$ cat config.mk
export PLATFORM = sky130hd
export DESIGN_NAME = miter_sim_driver
export DESIGN_NICKNAME = d
export VERILOG_FILES = /design/src/rtl/miter_sim_pkg.sv /design/src/rtl/miter_lfsr.sv /design/src/rtl/miter_sim_driver.sv
export SDC_FILE = /design/constraint.sdc
export NUM_CORES = 1
export LEC_CHECK = 0
export CORE_MARGIN = 5
export CORE_UTILIZATION = 40
export DETAILED_ROUTE_END_ITERATION = 10
export PLACE_DENSITY_LB_ADDON = 0.08
export SLEW_MARGIN = 25
export SYNTH_ARGS = -nofsm -noshare
export SYNTH_HDL_FRONTEND = slang
export SYNTH_HIERARCHICAL = 1
export SYNTH_SLANG_ARGS = --single-unit
$ cat constraint.sdc
create_clock -name clk -period 3.45 [get_ports clk]
set_input_delay 0.69 -clock clk [delete_from_list [all_inputs] [get_ports clk]]
set_output_delay 0.69 -clock clk [all_outputs]
set_load 0.02 [all_outputs]
$ cat src/rtl/miter_sim_pkg.sv
`default_nettype none
// ============================================================================
//  Module      : miter_sim_pkg
//  Description : Shared types, default geometry and the LFSR step function
//                used by the miter random-simulation driver.
//  Revision    : 1.0  initial release
// ============================================================================
package miter_sim_pkg;

  // Run-control states of the driver
  typedef enum logic [1:0] {
    IDLE = 2'd0,
    RUN  = 2'd1,
    DONE = 2'd2
  } state_t;

  // Default primary-input width, feedback mask (x^10+x^7+1) and counter width
  localparam int                  c_n_in_def  = 10;
  localparam logic [c_n_in_def-1:0] c_taps_def = 10'h240;
  localparam int                  c_cnt_w_def = 16;

  // One Fibonacci step: shift left, new LSB is the parity of the tapped bits
  function automatic logic [c_n_in_def-1:0] lfsr_next(
    input logic [c_n_in_def-1:0] v,
    input logic [c_n_in_def-1:0] taps
  );
    return {v[c_n_in_def-2:0], ^(v & taps)};
  endfunction

endpackage
`default_nettype wire

$ cat src/rtl/miter_lfsr.sv
`default_nettype none
// ============================================================================
//  Module      : miter_lfsr
//  Description : Pattern LFSR with synchronous load and step enable. A zero
//                seed would lock the register up, so it loads all-ones then.
//  Revision    : 1.0  initial release
// ============================================================================
module miter_lfsr
  import miter_sim_pkg::*;
#(
  parameter int              N_IN = c_n_in_def,
  parameter logic [N_IN-1:0] TAPS = c_taps_def
) (
  input  logic            clk,
  input  logic            rst_n,
  input  logic            load,
  input  logic            enable,
  input  logic [N_IN-1:0] seed,
  output logic [N_IN-1:0] state
);

  logic [N_IN-1:0] r_state;
  logic [N_IN-1:0] w_next;
  logic [N_IN-1:0] w_seed_fix;

  assign w_seed_fix = (seed == '0) ? '1 : seed;

  // Default width reuses the shared step function; other widths step inline
  generate
    if (N_IN == c_n_in_def) begin : g_pkg_step
      assign w_next = lfsr_next(r_state, TAPS);
    end else begin : g_generic_step
      assign w_next = {r_state[N_IN-2:0], ^(r_state & TAPS)};
    end
  endgenerate

  // Pattern register: load has priority over stepping
  always_ff @(posedge clk or negedge rst_n) begin
    if (!rst_n) begin
      r_state <= '0;
    end else if (load) begin
      r_state <= w_seed_fix;
    end else if (enable) begin
      r_state <= w_next;
    end
  end

  assign state = r_state;

endmodule
`default_nettype wire

$ cat src/rtl/miter_sim_driver.sv
`default_nettype none
// ============================================================================
//  Module      : miter_sim_driver
//  Description : Random-simulation front end for a golden/revised miter.
//                Drives both netlists from an LFSR, holds each pattern for
//                SETTLE_CYC cycles, counts mismatches and keeps the first
//                counterexample.
//  Options     : MITER_STOP_ON_FIRST_EN - end the run on the first mismatch
//                and leave pat_o parked on the counterexample.
//  Revision    : 1.0  initial release
// ============================================================================
module miter_sim_driver
  import miter_sim_pkg::*;
#(
  parameter int              N_IN       = c_n_in_def,
  parameter logic [N_IN-1:0] TAPS       = c_taps_def,
  parameter int              CNT_W      = c_cnt_w_def,
  parameter int              SETTLE_CYC = 1
) (
  input  logic             clk,
  input  logic             rst_n,
  input  logic             start,
  input  logic [N_IN-1:0]  seed,
  input  logic [CNT_W-1:0] num_patterns,
  output logic [N_IN-1:0]  pat_o,
  input  logic             gold_i,
  input  logic             rev_i,
  output logic             busy,
  output logic             done,
  output logic             mismatch_found,
  output logic [N_IN-1:0]  cex_o,
  output logic [CNT_W-1:0] pat_count_o,
  output logic [CNT_W-1:0] mismatch_count_o
);

  localparam int                  c_hold_w    = (SETTLE_CYC > 1) ? $clog2(SETTLE_CYC) : 1;
  localparam logic [c_hold_w-1:0] c_hold_last = c_hold_w'(SETTLE_CYC - 1);

  state_t             r_state;
  state_t             w_state_nxt;
  logic [c_hold_w-1:0] r_hold;
  logic [CNT_W-1:0]   r_num;
  logic [CNT_W-1:0]   r_pat_count;
  logic [CNT_W-1:0]   r_mm_count;
  logic [N_IN-1:0]    r_cex;
  logic               r_found;

  logic w_start_ok;
  logic w_sample;
  logic w_mismatch;
  logic w_last;
  logic w_stop;
  logic w_lfsr_adv;

  // A start pulse only counts while no run is in progress
  assign w_start_ok = start && (r_state != RUN);
  // Sample edge: the current pattern has been held for SETTLE_CYC cycles
  assign w_sample   = (r_state == RUN) && (r_hold == c_hold_last);
  assign w_mismatch = gold_i ^ rev_i;
  assign w_last     = ((r_pat_count + CNT_W'(1)) == r_num);

`ifdef MITER_STOP_ON_FIRST_EN
  assign w_stop = w_sample && w_mismatch && !r_found;
`else
  assign w_stop = 1'b0;
`endif

  // Park the LFSR on the counterexample when stopping early
  assign w_lfsr_adv = w_sample && !w_stop;

  miter_lfsr #(
    .N_IN (N_IN),
    .TAPS (TAPS)
  ) u_lfsr (
    .clk    (clk),
    .rst_n  (rst_n),
    .load   (w_start_ok),
    .enable (w_lfsr_adv),
    .seed   (seed),
    .state  (pat_o)
  );

  // State register
  always_ff @(posedge clk or negedge rst_n) begin
    if (!rst_n) begin
      r_state <= IDLE;
    end else begin
      r_state <= w_state_nxt;
    end
  end

  // Next-state and status decode
  always_comb begin
    w_state_nxt = r_state;
    busy        = 1'b0;
    done        = 1'b0;
    case (r_state)
      IDLE: begin
        if (w_start_ok) begin
          w_state_nxt = (num_patterns == '0) ? DONE : RUN;
        end
      end
      RUN: begin
        busy = 1'b1;
        if (w_sample && (w_last || w_stop)) begin
          w_state_nxt = DONE;
        end
      end
      DONE: begin
        done = 1'b1;
        if (w_start_ok) begin
          w_state_nxt = (num_patterns == '0) ? DONE : RUN;
        end
      end
      default: begin
        w_state_nxt = IDLE;
      end
    endcase
  end

  // Hold timer, counters and first-counterexample capture
  always_ff @(posedge clk or negedge rst_n) begin
    if (!rst_n) begin
      r_hold      <= '0;
      r_num       <= '0;
      r_pat_count <= '0;
      r_mm_count  <= '0;
      r_cex       <= '0;
      r_found     <= 1'b0;
    end else if (w_start_ok) begin
      r_hold      <= '0;
      r_num       <= num_patterns;
      r_pat_count <= '0;
      r_mm_count  <= '0;
      r_cex       <= '0;
      r_found     <= 1'b0;
    end else if (r_state == RUN) begin
      if (w_sample) begin
        r_hold      <= '0;
        r_pat_count <= r_pat_count + CNT_W'(1);
        if (w_mismatch) begin
          if (r_mm_count != '1) begin
            r_mm_count <= r_mm_count + CNT_W'(1);
          end
          if (!r_found) begin
            r_cex   <= pat_o;
            r_found <= 1'b1;
          end
        end
      end else begin
        r_hold <= r_hold + c_hold_w'(1);
      end
    end
  end

  assign mismatch_found   = r_found;
  assign cex_o            = r_cex;
  assign pat_count_o      = r_pat_count;
  assign mismatch_count_o = r_mm_count;

endmodule
`default_nettype wire

==> reports/results.tsv, run 1 <==
stage	metric	value	unit
detailed_routing	drt_first_pass_iters	4	
detailed_routing	routedWlPerCell	15.96	um
hold_path	hold_class	input port to async pin	
global_routing	track_usage	18.18	%
critical_path	cp_data_required_time	3.68	ns
timing	fin_worst_skew	0.01181	ns
logic_synthesis	synth_area_leader_cell	dfrtp_1	
power_and_ir_drop	p_sw_share	37.81	%
global_routing	grtUsageMet1	23.82	%
critical_path	startpoint_type	flip-flop	
floorplanning	core_region_area	0.009284	mm2
timing	fin_ws	0.8098	ns
global_routing	grt_use_met3	3.899	%
power_and_ir_drop	power	3.629	mW
timing	rsz0062_at_grt	no	
detailed_routing	vias	3373	
global_routing	gr-total-overflow	0	
timing	drv_slew	0	
global_routing	antenna_found_initial	0	
layout	stdcell_area	0.005006	mm2
global_routing	grt_pass1_wl	16.75	mm
critical_path	slowest_delay	0.76	ns
clocking	clock_sinks	72	
placement	io_buffers	85	
global_routing	use_met2	29.31	%
logic_synthesis	synth_flop_cell	dfrtp_1	
floorplanning	ios	86	
critical_path	end_kind	flip-flop	
logic_synthesis	ys.warnings.count	6	
layout	syn_to_final_growth	30.62	%
layout	nets	544	
timing	period_needed	2.640	ns
power_and_ir_drop	vdd_drop_max	0.0003480	V
layout	instances_no_fill	644	
clocking	clock_path_buffers	2	
timing	worst_slew_pin_slew	0.9297	ns
logic_synthesis	synth_area	0.003832	mm2
timing	final_hold_viol_count	0	
logic_synthesis	syn_avg_cell_area	8.851	um2
detailed_routing	viasPerCell	5.238	
outcome	status	finished, final reports clean	
global_routing	grt_max_degree	50	
placement	gp_congestion	0.8063	
power_and_ir_drop	clock_power_share	20.6	%
global_routing	grt_busiest_layer	met2	
power_and_ir_drop	p_sw	1.372	mW
power_and_ir_drop	p_per_area	724.9	mW/mm2
logic_synthesis	synthesis.nets	466	
timing	max_clock_freq	378.8	MHz
floorplanning	fp.dieW	107.9	um
logic_synthesis	synth-edff-count	0	
logic_synthesis	ys_types	56	
placement	postPlaceCellArea	0.004781	mm2
layout	insertedDiodeCount	0	
critical_path	cp.arrival	2.87	ns
logic_synthesis	synth_common_cells	nand2_1, dfrtp_1, o21ai_0	
clocking	cts_resized	0	
clocking	cts_tree	done	
logic_synthesis	synth.area.top_cells	dfrtp_1, nand2_1, o21ai_0, xnor2_1, xor2_1	
detailed_routing	drtAntennaViolNets	0	
layout	final_layout_size_suffix_gt1_share	6.796	%
power_and_ir_drop	p_int	2.257	mW
logic_synthesis	yosysMostFrequentCell	nand2_1	
power_and_ir_drop	combPwrFrac	40.3	%
clocking	clkTransAtPathRegs	0.08	ns
detailed_routing	drc	0	
clocking	cts_max_level	3	
floorplanning	num_rows	35	
clocking	cts_buffers	9	
timing	fin_crit_sh	76.53	%
detailed_routing	detail_route.iter0.violations	113	
placement	pre_cts_ws	0.8409	ns
job	max-cap-violations	0	
clocking	insertion_delay	0.35	ns
clocking	post_cts_buffers	0	
critical_path	crit_type	flip-flop to flip-flop	
timing	fin_tns_setup	0	ns
logic_synthesis	async_reset_ff_share	100.0	%
timing	holdWs	0.4241	ns
detailed_routing	totalWireLength	10.28	mm
critical_path	critical_path.max_fanout	35	
power_and_ir_drop	p_leak	2.050	nW
layout	utilization	53.92	%
placement	placed_cells	629	
placement	dpl.hpwl	7.338	mm
logic_synthesis	ys_ff_latch	72	
global_routing	grt_pass1_vias	3344	
floorplanning	dieArea	0.01164	mm2
clocking	cts-root-buf	clkbuf_8	
logic_synthesis	synth_top_area_share	47.01	%
floorplanning	die_h	107.9	um
logic_synthesis	synthCells	433	
power_and_ir_drop	seqPwrFrac	39.1	%
critical_path	path_cells	or3b_1 -> clkinv_8 -> nand3_2 -> or3_1 -> nor4_1 -> nand4b_1 -> o2bb2ai_1	
timing	finalSetupViolations	0	
critical_path	cp_slowest_cell	or3b_1	
logic_synthesis	synth.yosys.seq_area_share	47.01	%
timing	slew-limit-headroom	38.02	%
clocking	postCtsHoldBufs	0	
floorplanning	start_util	41.28	%
[flip-flops by register name, indices dropped and copies added, names as in the netlist]
register,count
mismatch_found,1
r_num,16
u_lfsr/state,10
pat_count_o,16
r_state,2
mismatch_count_o,16
r_hold,1
cex_o,10
[metal layers]
layer	vias up	part of all wire (%)
li1	1667	-
met1	1607	44
met2	88	49
met3	11	5.2
met4	0	1.6
met5	-	0
[cell families (layout without fill, tap and decap cells)]
group / Yosys count / in the layout / synth area share (%)
buf+inv: 40 / 122 / 4.734
compound gates: 94 / 94 / 15.51
simple gates: 194 / 194 / 25.01
fa+ha+maj: 2 / 2 / 0.6529
xor+xnor: 31 / 31 / 7.085
flops: 72 / 72 / 47.01
[area by class of cell]
class | count | area (um2)
fill | 893 | 4278
multi-input combinational | 321 | 1861
sequential | 72 | 1802
timing repair buffer | 91 | 890.9
tap | 129 | 161.4
clock buffer | 10 | 137.6
clock inverter | 5 | 81.33
inverter | 16 | 72.57
[final timing paths]
path	cells after the start	to	slack (ns)	from
setup / recovery	7	r_state[0]	0.81	r_state[1]
hold / removal	1	pat_count_o[5]	0.42	rst_n
setup reg to reg	7	r_state[0]	0.81	r_state[1]
hold reg to reg	2	r_num[11]	0.50	r_num[11]
max in group asynchronous	2	mismatch_found	2.22	rst_n
min in group clk	2	r_num[11]	0.50	r_num[11]
[worst max-delay path, delay by kind of cell, from the launching register on]
kind / cells / cell delay (ns)
DFF: 1 / 0.41
and+or+nand+nor: 5 / 1.63
buffers and inverters: 1 / 0.30
AOI/OAI and AO/OA: 1 / 0.16
[power groups by stage]
stage	logic (mW)	clock network (mW)	registers, mW
finish	1.46	0.747	1.42
global route	1.60	0.794	1.47
CTS	1.48	0.769	1.42
detailed placement	1.47	0	1.43
global placement	1.45	0	1.43
floorplan	0.734	0	1.55
[placed cells by master, fill, tap and decap left out, types with 3 or more instances in the layout]
| cell | instances |
|---|---|
| nand2_1 | 87 |
| clkdlybuf4s50_1 | 84 |
| dfrtp_1 | 72 |
| o21ai_0 | 35 |
| nor2_1 | 26 |
| xnor2_1 | 19 |
| inv_1 | 15 |
| nand3_1 | 14 |
| xor2_1 | 12 |
| a31oi_1 | 11 |
| nor2b_1 | 10 |
| nand4_1 | 10 |
| a211oi_1 | 10 |
| clkbuf_8 | 10 |
| nor3_1 | 9 |
| a21oi_1 | 9 |
| o31ai_1 | 7 |
| nor4_1 | 6 |
| or3_1 | 6 |
| buf_4 | 6 |
| nor4_2 | 4 |
| and2_1 | 4 |
| o211ai_1 | 4 |
| and4_1 | 3 |
Power figures use the tool's default switching activity.
==> run 2: changes to the inputs <==
==> constraint.sdc (replaced) <==
create_clock -name clk -period 2.6 [get_ports clk]
set_input_delay 0.52 -clock clk [delete_from_list [all_inputs] [get_ports clk]]
set_output_delay 0.52 -clock clk [all_outputs]
set_load 0.02 [all_outputs]
==> run 2 against run 1 <==
Against the previous run:
- power up 28%
- hold slack worse by 0.23 ns
- clock skew up 0.00081 ns
- global-route usage down 0.65 points
- sequential power up 31%
- critical path depth unchanged
- wire length down 3.5%
- highest routed layer unchanged
- combinational power up 34%
- design area down 0.30%
- die area unchanged
==> reports/results.tsv, run 2 (synthesis gave the netlist of run 1 again) <==
stage	metric	value	unit
critical_path	timing.critical_path.buf_inv	0	
timing	max_clock_freq	429.1	MHz
clocking	cts_buffers	9	
power_and_ir_drop	p_per_area	931.9	mW/mm2
timing	finalSetupViolations	0	
global_routing	gr-total-overflow	0	
clocking	cts_resized	0	
global_routing	grt_pass1_wl	16.20	mm
floorplanning	fp.dieW	107.9	um
detailed_routing	viasPerCell	5.192	
floorplanning	dieArea	0.01164	mm2
power_and_ir_drop	combPwrFrac	42.2	%
floorplanning	die_h	107.9	um
layout	insertedDiodeCount	0	
critical_path	cp_top_family	simple AND/OR/NAND/NOR gates	
critical_path	slowest_delay	0.47	ns
clocking	insertion_delay	0.34	ns
timing	holdWs	0.1977	ns
floorplanning	start_util	41.28	%
critical_path	reg2regPathDepth	7	
clocking	cts_max_level	3	
detailed_routing	detail_route.iter0.violations	101	
timing	final_hold_viol_count	0	
global_routing	grt_pass1_vias	3287	
placement	gp_congestion	0.7800	
detailed_routing	vias	3359	
critical_path	path_cells	ha_1 -> nand3_1 -> nor4_2 -> xnor2_1 -> nor4_1 -> nand4b_1 -> o2bb2ai_1	
critical_path	crit_type	flip-flop to flip-flop	
layout	fill_cells	904	
timing	worst_slew_pin_slew	0.9338	ns
critical_path	startpoint_type	flip-flop	
clocking	postCtsHoldBufs	0	
power_and_ir_drop	seqPwrFrac	40.0	%
detailed_routing	drt_first_pass_iters	4	
detailed_routing	totalWireLength	9.921	mm
timing	fin_worst_skew	0.01262	ns
power_and_ir_drop	p_leak	2.051	nW
layout	syn_to_final_growth	30.23	%
clocking	cts-root-buf	clkbuf_8	
critical_path	reg2reg_from	pat_count_o[0]	
timing	fin_tns_setup	0	ns
hold_path	hold_class	input port to async pin	
clocking	clock_path_buffers	2	
global_routing	antenna_found_initial	0	
layout	mostFrequentLayoutCell	nand2_1	
floorplanning	core_region_area	0.009284	mm2
layout	nets	546	
layout	final_layout_size_suffix_gt1_share	7.336	%
layout	final_cell_mix	nand2_1, clkdlybuf4s50_1, dfrtp_1	
job	max-cap-violations	0	
floorplanning	num_rows	35	
detailed_routing	drc	0	
critical_path	end_kind	flip-flop	
timing	rsz0062_at_grt	no	
placement	io_buffers	85	
critical_path	cp.arrival	2.55	ns
power_and_ir_drop	vdd_drop_max	0.0005934	V
detailed_routing	drtAntennaViolNets	0	
timing	fin_crit_sh	89.63	%
timing	drv_slew	0	
clocking	clock_sinks	72	
critical_path	timing.rr.end	r_state[0]	
outcome	status	finished, final reports clean	
timing	slew-limit-headroom	37.41	%
power_and_ir_drop	clock_power_share	17.8	%
power_and_ir_drop	p_sw_share	38.83	%
floorplanning	ios	86	
timing	period_needed	2.330	ns
placement	dpl.hpwl	7.051	mm
detailed_routing	routedWlPerCell	15.33	um
critical_path	cp_slowest_cell	dfrtp_1	
critical_path	critical_path.max_fanout	9	
clocking	clkTransAtPathRegs	0.08	ns
power_and_ir_drop	p_sw	1.806	mW
power_and_ir_drop	p_int	2.845	mW
critical_path	r2r_slack	0.27	ns
global_routing	track_usage	17.53	%
global_routing	grt_max_degree	73	
clocking	post_cts_buffers	0	
clocking	cts_tree	done	
critical_path	cp_data_required_time	2.82	ns
-- run 2: cell count changes in the layout (fill, tap and decap cells not counted), sizes merged --
cell	delta
bufinv	-2
buf	+2
clkinv	+2
clkbuf	+1
-- run 2: power groups by stage --
stage / Combinational [mW] / Clock, mW / Sequential (mW)
6_report: 1.96 / 0.829 / 1.86
3_3_place_gp: 1.95 / 0 / 1.88
2_1_floorplan: 0.974 / 0 / 2.05
4_1_cts: 1.99 / 0.850 / 1.86
3_5_place_dp: 1.98 / 0 / 1.88
5_1_grt: 2.15 / 0.894 / 1.92
-- run 2: per-stage QoR --
stage / power (mW) / instances / setup WS, ns / instance area (um2) / util [%]
floorplan: 3.026 / 433 / 0.5316 / 3832 / -
global placement: 3.837 / 631 / 0.2839 / 4808 / 51.79
detailed placement: 3.861 / 631 / 0.2569 / 4808 / 51.79
CTS: 4.704 / 647 / 0.2492 / 4991 / 53.76
global route: 4.965 / 647 / 0.04963 / 4991 / 53.76
finish: 4.651 / 647 / 0.2697 / 4991 / 53.76
-- run 2: per-layer routing --
metal / GRT usage (%) / vias to the layer above / wire, um
met5: 0 / - / 0
met4: 5.681 / 0 / 105
met3: 3.539 / 10 / 465
met2: 30.06 / 67 / 4886
met1: 22.03 / 1612 / 4464
li1: - / 1670 / -
-- run 2: worst max-delay path by stage --
stage / depth (start not counted) / slack, ns / start / endpoint
after floorplan: 8 / 0.53 / pat_count_o[0] / r_state[0]
final: 7 / 0.27 / pat_count_o[0] / r_state[0]
after detailed placement: 4 / 0.26 / rev_i / cex_o[9]
after CTS: 7 / 0.25 / pat_count_o[0] / r_state[0]
after global placement: 7 / 0.28 / pat_count_o[0] / r_state[0]
after global routing: 7 / 0.05 / pat_count_o[0] / r_state[0]
-- run 2: area by class of cell --
type	count	area, um2	share of cell area [%]
Clock inverter	5	31.28	0.6267
Tap cell	129	161.4	3.234
Sequential cell	72	1802	36.10
Multi-Input combinational cell	321	1854	37.15
Inverter	16	72.57	1.454
Timing Repair Buffer	93	918.4	18.40
Clock buffer	11	151.4	3.033
==> run 3: changes to the inputs <==
--- a/config.mk
+++ b/config.mk
@@ -12,5 +12,4 @@
 export SLEW_MARGIN = 25
 export SYNTH_ARGS = -nofsm -noshare
 export SYNTH_HDL_FRONTEND = slang
-export SYNTH_HIERARCHICAL = 1
 export SYNTH_SLANG_ARGS = --single-unit
==> run 3 against run 2 <==
Against the previous run:
- area after synthesis increased by 2.4%
- global-route usage increased by 1.5 points
- clock-buffer cell count increased by 1
- flip-flop and latch count unchanged
- via count increased by 7.5%
- combinational power decreased by 77%
- wire length increased by 8.8%
- sequential share of layout area decreased by 1.3 points
- first-iteration DRC count increased by 82%
- synthesized cell count increased by 5.1%
- critical path type unchanged
- largest cell class unchanged
- largest power group is now sequential cells
==> reports/results.tsv, run 3 <==
stage	metric	value	unit
global_routing	grt_pass1_wl	17.64	mm
critical_path	slowest_delay	0.47	ns
detailed_routing	drt_first_pass_iters	5	
critical_path	cp_data_required_time	2.83	ns
layout	final_layout_size_suffix_gt1_share	9.091	%
logic_synthesis	yosysMostFrequentCell	nand2_1	
clocking	clkTransAtPathRegs	0.08	ns
logic_synthesis	synth.area.top_cells	dfrtp_1, nand2_1, o21ai_0, xor2_1, nor2_1	
logic_synthesis	ys_types	55	
logic_synthesis	synth_top_family_by_area	simple AND/OR/NAND/NOR gates	
clocking	cts_buffers	9	
logic_synthesis	synth_area	0.003925	mm2
critical_path	startpoint_type	flip-flop	
floorplanning	start_util	40.53	%
layout	fill_cells	953	
logic_synthesis	synth-edff-count	0	
placement	placed_cells	668	
logic_synthesis	synth_area_leader_cell	dfrtp_1	
timing	fin_worst_skew	0.008937	ns
floorplanning	num_rows	36	
timing	fin_ws	0.2200	ns
global_routing	grt_pass1_vias	3440	
logic_synthesis	synth_top_area_share	45.90	%
power_and_ir_drop	p_sw	0.7330	mW
global_routing	grt_max_degree	41	
clocking	clock_sinks	72	
clocking	insertion_delay	0.35	ns
power_and_ir_drop	p_leak	2.242	nW
timing	worst_slew_pin_slew	0.6401	ns
timing	period_needed	2.380	ns
logic_synthesis	ys_ff_latch	72	
detailed_routing	vias	3610	
timing	final_hold_viol_count	0	
global_routing	track_usage	19.08	%
critical_path	end_kind	flip-flop	
floorplanning	core_region_area	0.009684	mm2
layout	mostFrequentLayoutCell	nand2_1	
outcome	status	finished, final reports clean	
logic_synthesis	synthCells	455	
power_and_ir_drop	p_per_area	506.2	mW/mm2
detailed_routing	routedWlPerCell	15.81	um
logic_synthesis	ys.warnings.count	0	
global_routing	gr-total-overflow	0	
logic_synthesis	synth_flop_cell	dfrtp_1	
timing	slew-limit-headroom	57.07	%
detailed_routing	viasPerCell	5.286	
layout	stdcell_area	0.005175	mm2
logic_synthesis	synth-xor-area-share	6.248	%
detailed_routing	drc	0	
layout	nets	579	
detailed_routing	drtAntennaViolNets	0	
hold_path	hold_class	input port to async pin	
placement	io_buffers	85	
logic_synthesis	synth.yosys.seq_area_share	45.90	%
layout	instances_no_fill	683	
logic_synthesis	async_reset_ff_share	100.0	%
layout	insertedDiodeCount	0	
power_and_ir_drop	clock_power_share	34.2	%
critical_path	cp_slowest_cell	dfrtp_1	
power_and_ir_drop	vdd_drop_max	0.0004700	V
logic_synthesis	synth-simple-area-share	29.10	%
logic_synthesis	synth_fa_ha_area_share	0.6376	%
floorplanning	dieArea	0.01189	mm2
detailed_routing	detail_route.iter0.violations	184	
power_and_ir_drop	combPwrFrac	17.5	%
floorplanning	die_h	109.1	um
clocking	cts_max_level	3	
logic_synthesis	synth_common_cells	nand2_1, dfrtp_1, o21ai_0	
logic_synthesis	synthesis.nets	488	
detailed_routing	totalWireLength	10.80	mm
timing	fin_tns_setup	0	ns
placement	pre_cts_ws	0.1442	ns
layout	final_cell_mix	nand2_1, clkdlybuf4s50_1, dfrtp_1	
power_and_ir_drop	seqPwrFrac	48.4	%
critical_path	critical_path.max_fanout	9	
placement	dpl.hpwl	7.924	mm
power_and_ir_drop	p_int	1.887	mW
clocking	clock_path_buffers	2	
clocking	cts-root-buf	clkbuf_8	
power_and_ir_drop	p_sw_share	27.98	%
timing	drv_slew	0	
global_routing	antenna_found_initial	0	
placement	postPlaceCellArea	0.004985	mm2
floorplanning	fp.dieW	109.1	um
timing	rsz0062_at_grt	no	
logic_synthesis	yosys-mux-area-fraction	1.275	%
logic_synthesis	synth_compound_area_share	12.78	%
clocking	cts_tree	done	
job	max-cap-violations	0	
timing	fin_crit_sh	91.54	%
critical_path	path_cells	ha_2 -> nand4_4 -> or3_1 -> o31ai_1 -> o21ai_0 -> nor4_2 -> o22ai_1	
logic_synthesis	syn_avg_cell_area	8.626	um2
timing	max_clock_freq	420.2	MHz
floorplanning	ios	86	
placement	gp_congestion	0.8764	
timing	finalSetupViolations	0	
layout	syn_to_final_growth	31.85	%
critical_path	crit_type	flip-flop to flip-flop	
critical_path	cp.arrival	2.61	ns
## run 3: worst max-delay path, delay by kind of cell (launching register included)
kind / cells / cell delay [ns]
AOI/OAI and AO/OA: 3 / 0.48
adders and majority gates: 1 / 0.34
DFF: 1 / 0.47
and+or+nand+nor: 3 / 0.97
## run 3: final cells by class
class	count	area, um2	share of cell area, %
Multi-Input combinational cell	347	1967	38.01
Sequential cell	72	1802	34.82
Timing Repair Buffer	105	1011	19.54
Tap cell	133	166.4	3.216
Clock buffer	12	145.1	2.805
Clock inverter	3	42.54	0.8221
Inverter	11	41.29	0.7979
## run 3: cell families after synthesis
logic type | after synthesis
muxes | 5
buffers and inverters | 36
AOI/OAI and AO/OA | 82
adders and majority gates | 2
xor gates and xnor gates | 28
and+or+nand+nor | 230
DFF | 72
## run 3: per-layer routing
metal	share of wire (%)	track usage [%]
met5	0	0
met4	1.4	5.140
met3	5.9	4.855
met2	44	28.60
met1	48	27.35
## run 3: per-stage QoR
| step | hold WS [ns] | total power [mW] | utilization, % |
|---|---|---|---|
| CTS | 0.1172 | 2.649 | 53.41 |
| finish | 0.1120 | 2.620 | 53.44 |
| global route | 0.1326 | 2.748 | 53.44 |
| floorplan | 0.2244 | 1.484 | - |
| global placement | 0.4638 | 1.744 | 51.47 |
| detailed placement | 0.4696 | 1.755 | 51.47 |
## run 3: path summary, 6_finish.rpt
check / startpoint / endpoint / slack, ns / cells past startpoint
min in group clk: cex_o[4] / cex_o[4] / 0.48 / 2
hold reg to reg: cex_o[4] / cex_o[4] / 0.48 / 2
max in group asynchronous: rst_n / mismatch_count_o[9] / 1.92 / 2
hold / removal: rst_n / pat_count_o[8] / 0.11 / 1
setup / recovery: pat_count_o[1] / r_state[0] / 0.22 / 7
setup reg to reg: pat_count_o[1] / r_state[0] / 0.22 / 7
## run 3: power by group through the flow
stage	sequential (mW)	clock, mW	combinational [mW]
6_report	1.27	0.895	0.457
3_5_place_dp	1.29	0	0.466
4_1_cts	1.27	0.914	0.466
5_1_grt	1.28	0.965	0.499
3_3_place_gp	1.29	0	0.458
2_1_floorplan	1.38	0	0.109
## run 3: what timing repair did
item                       4_1_cts  5_1_grt
setup endpoints to repair        0        2
hold buffers                     0        0
gates resized for setup          0        1
setup buffers                    0        0
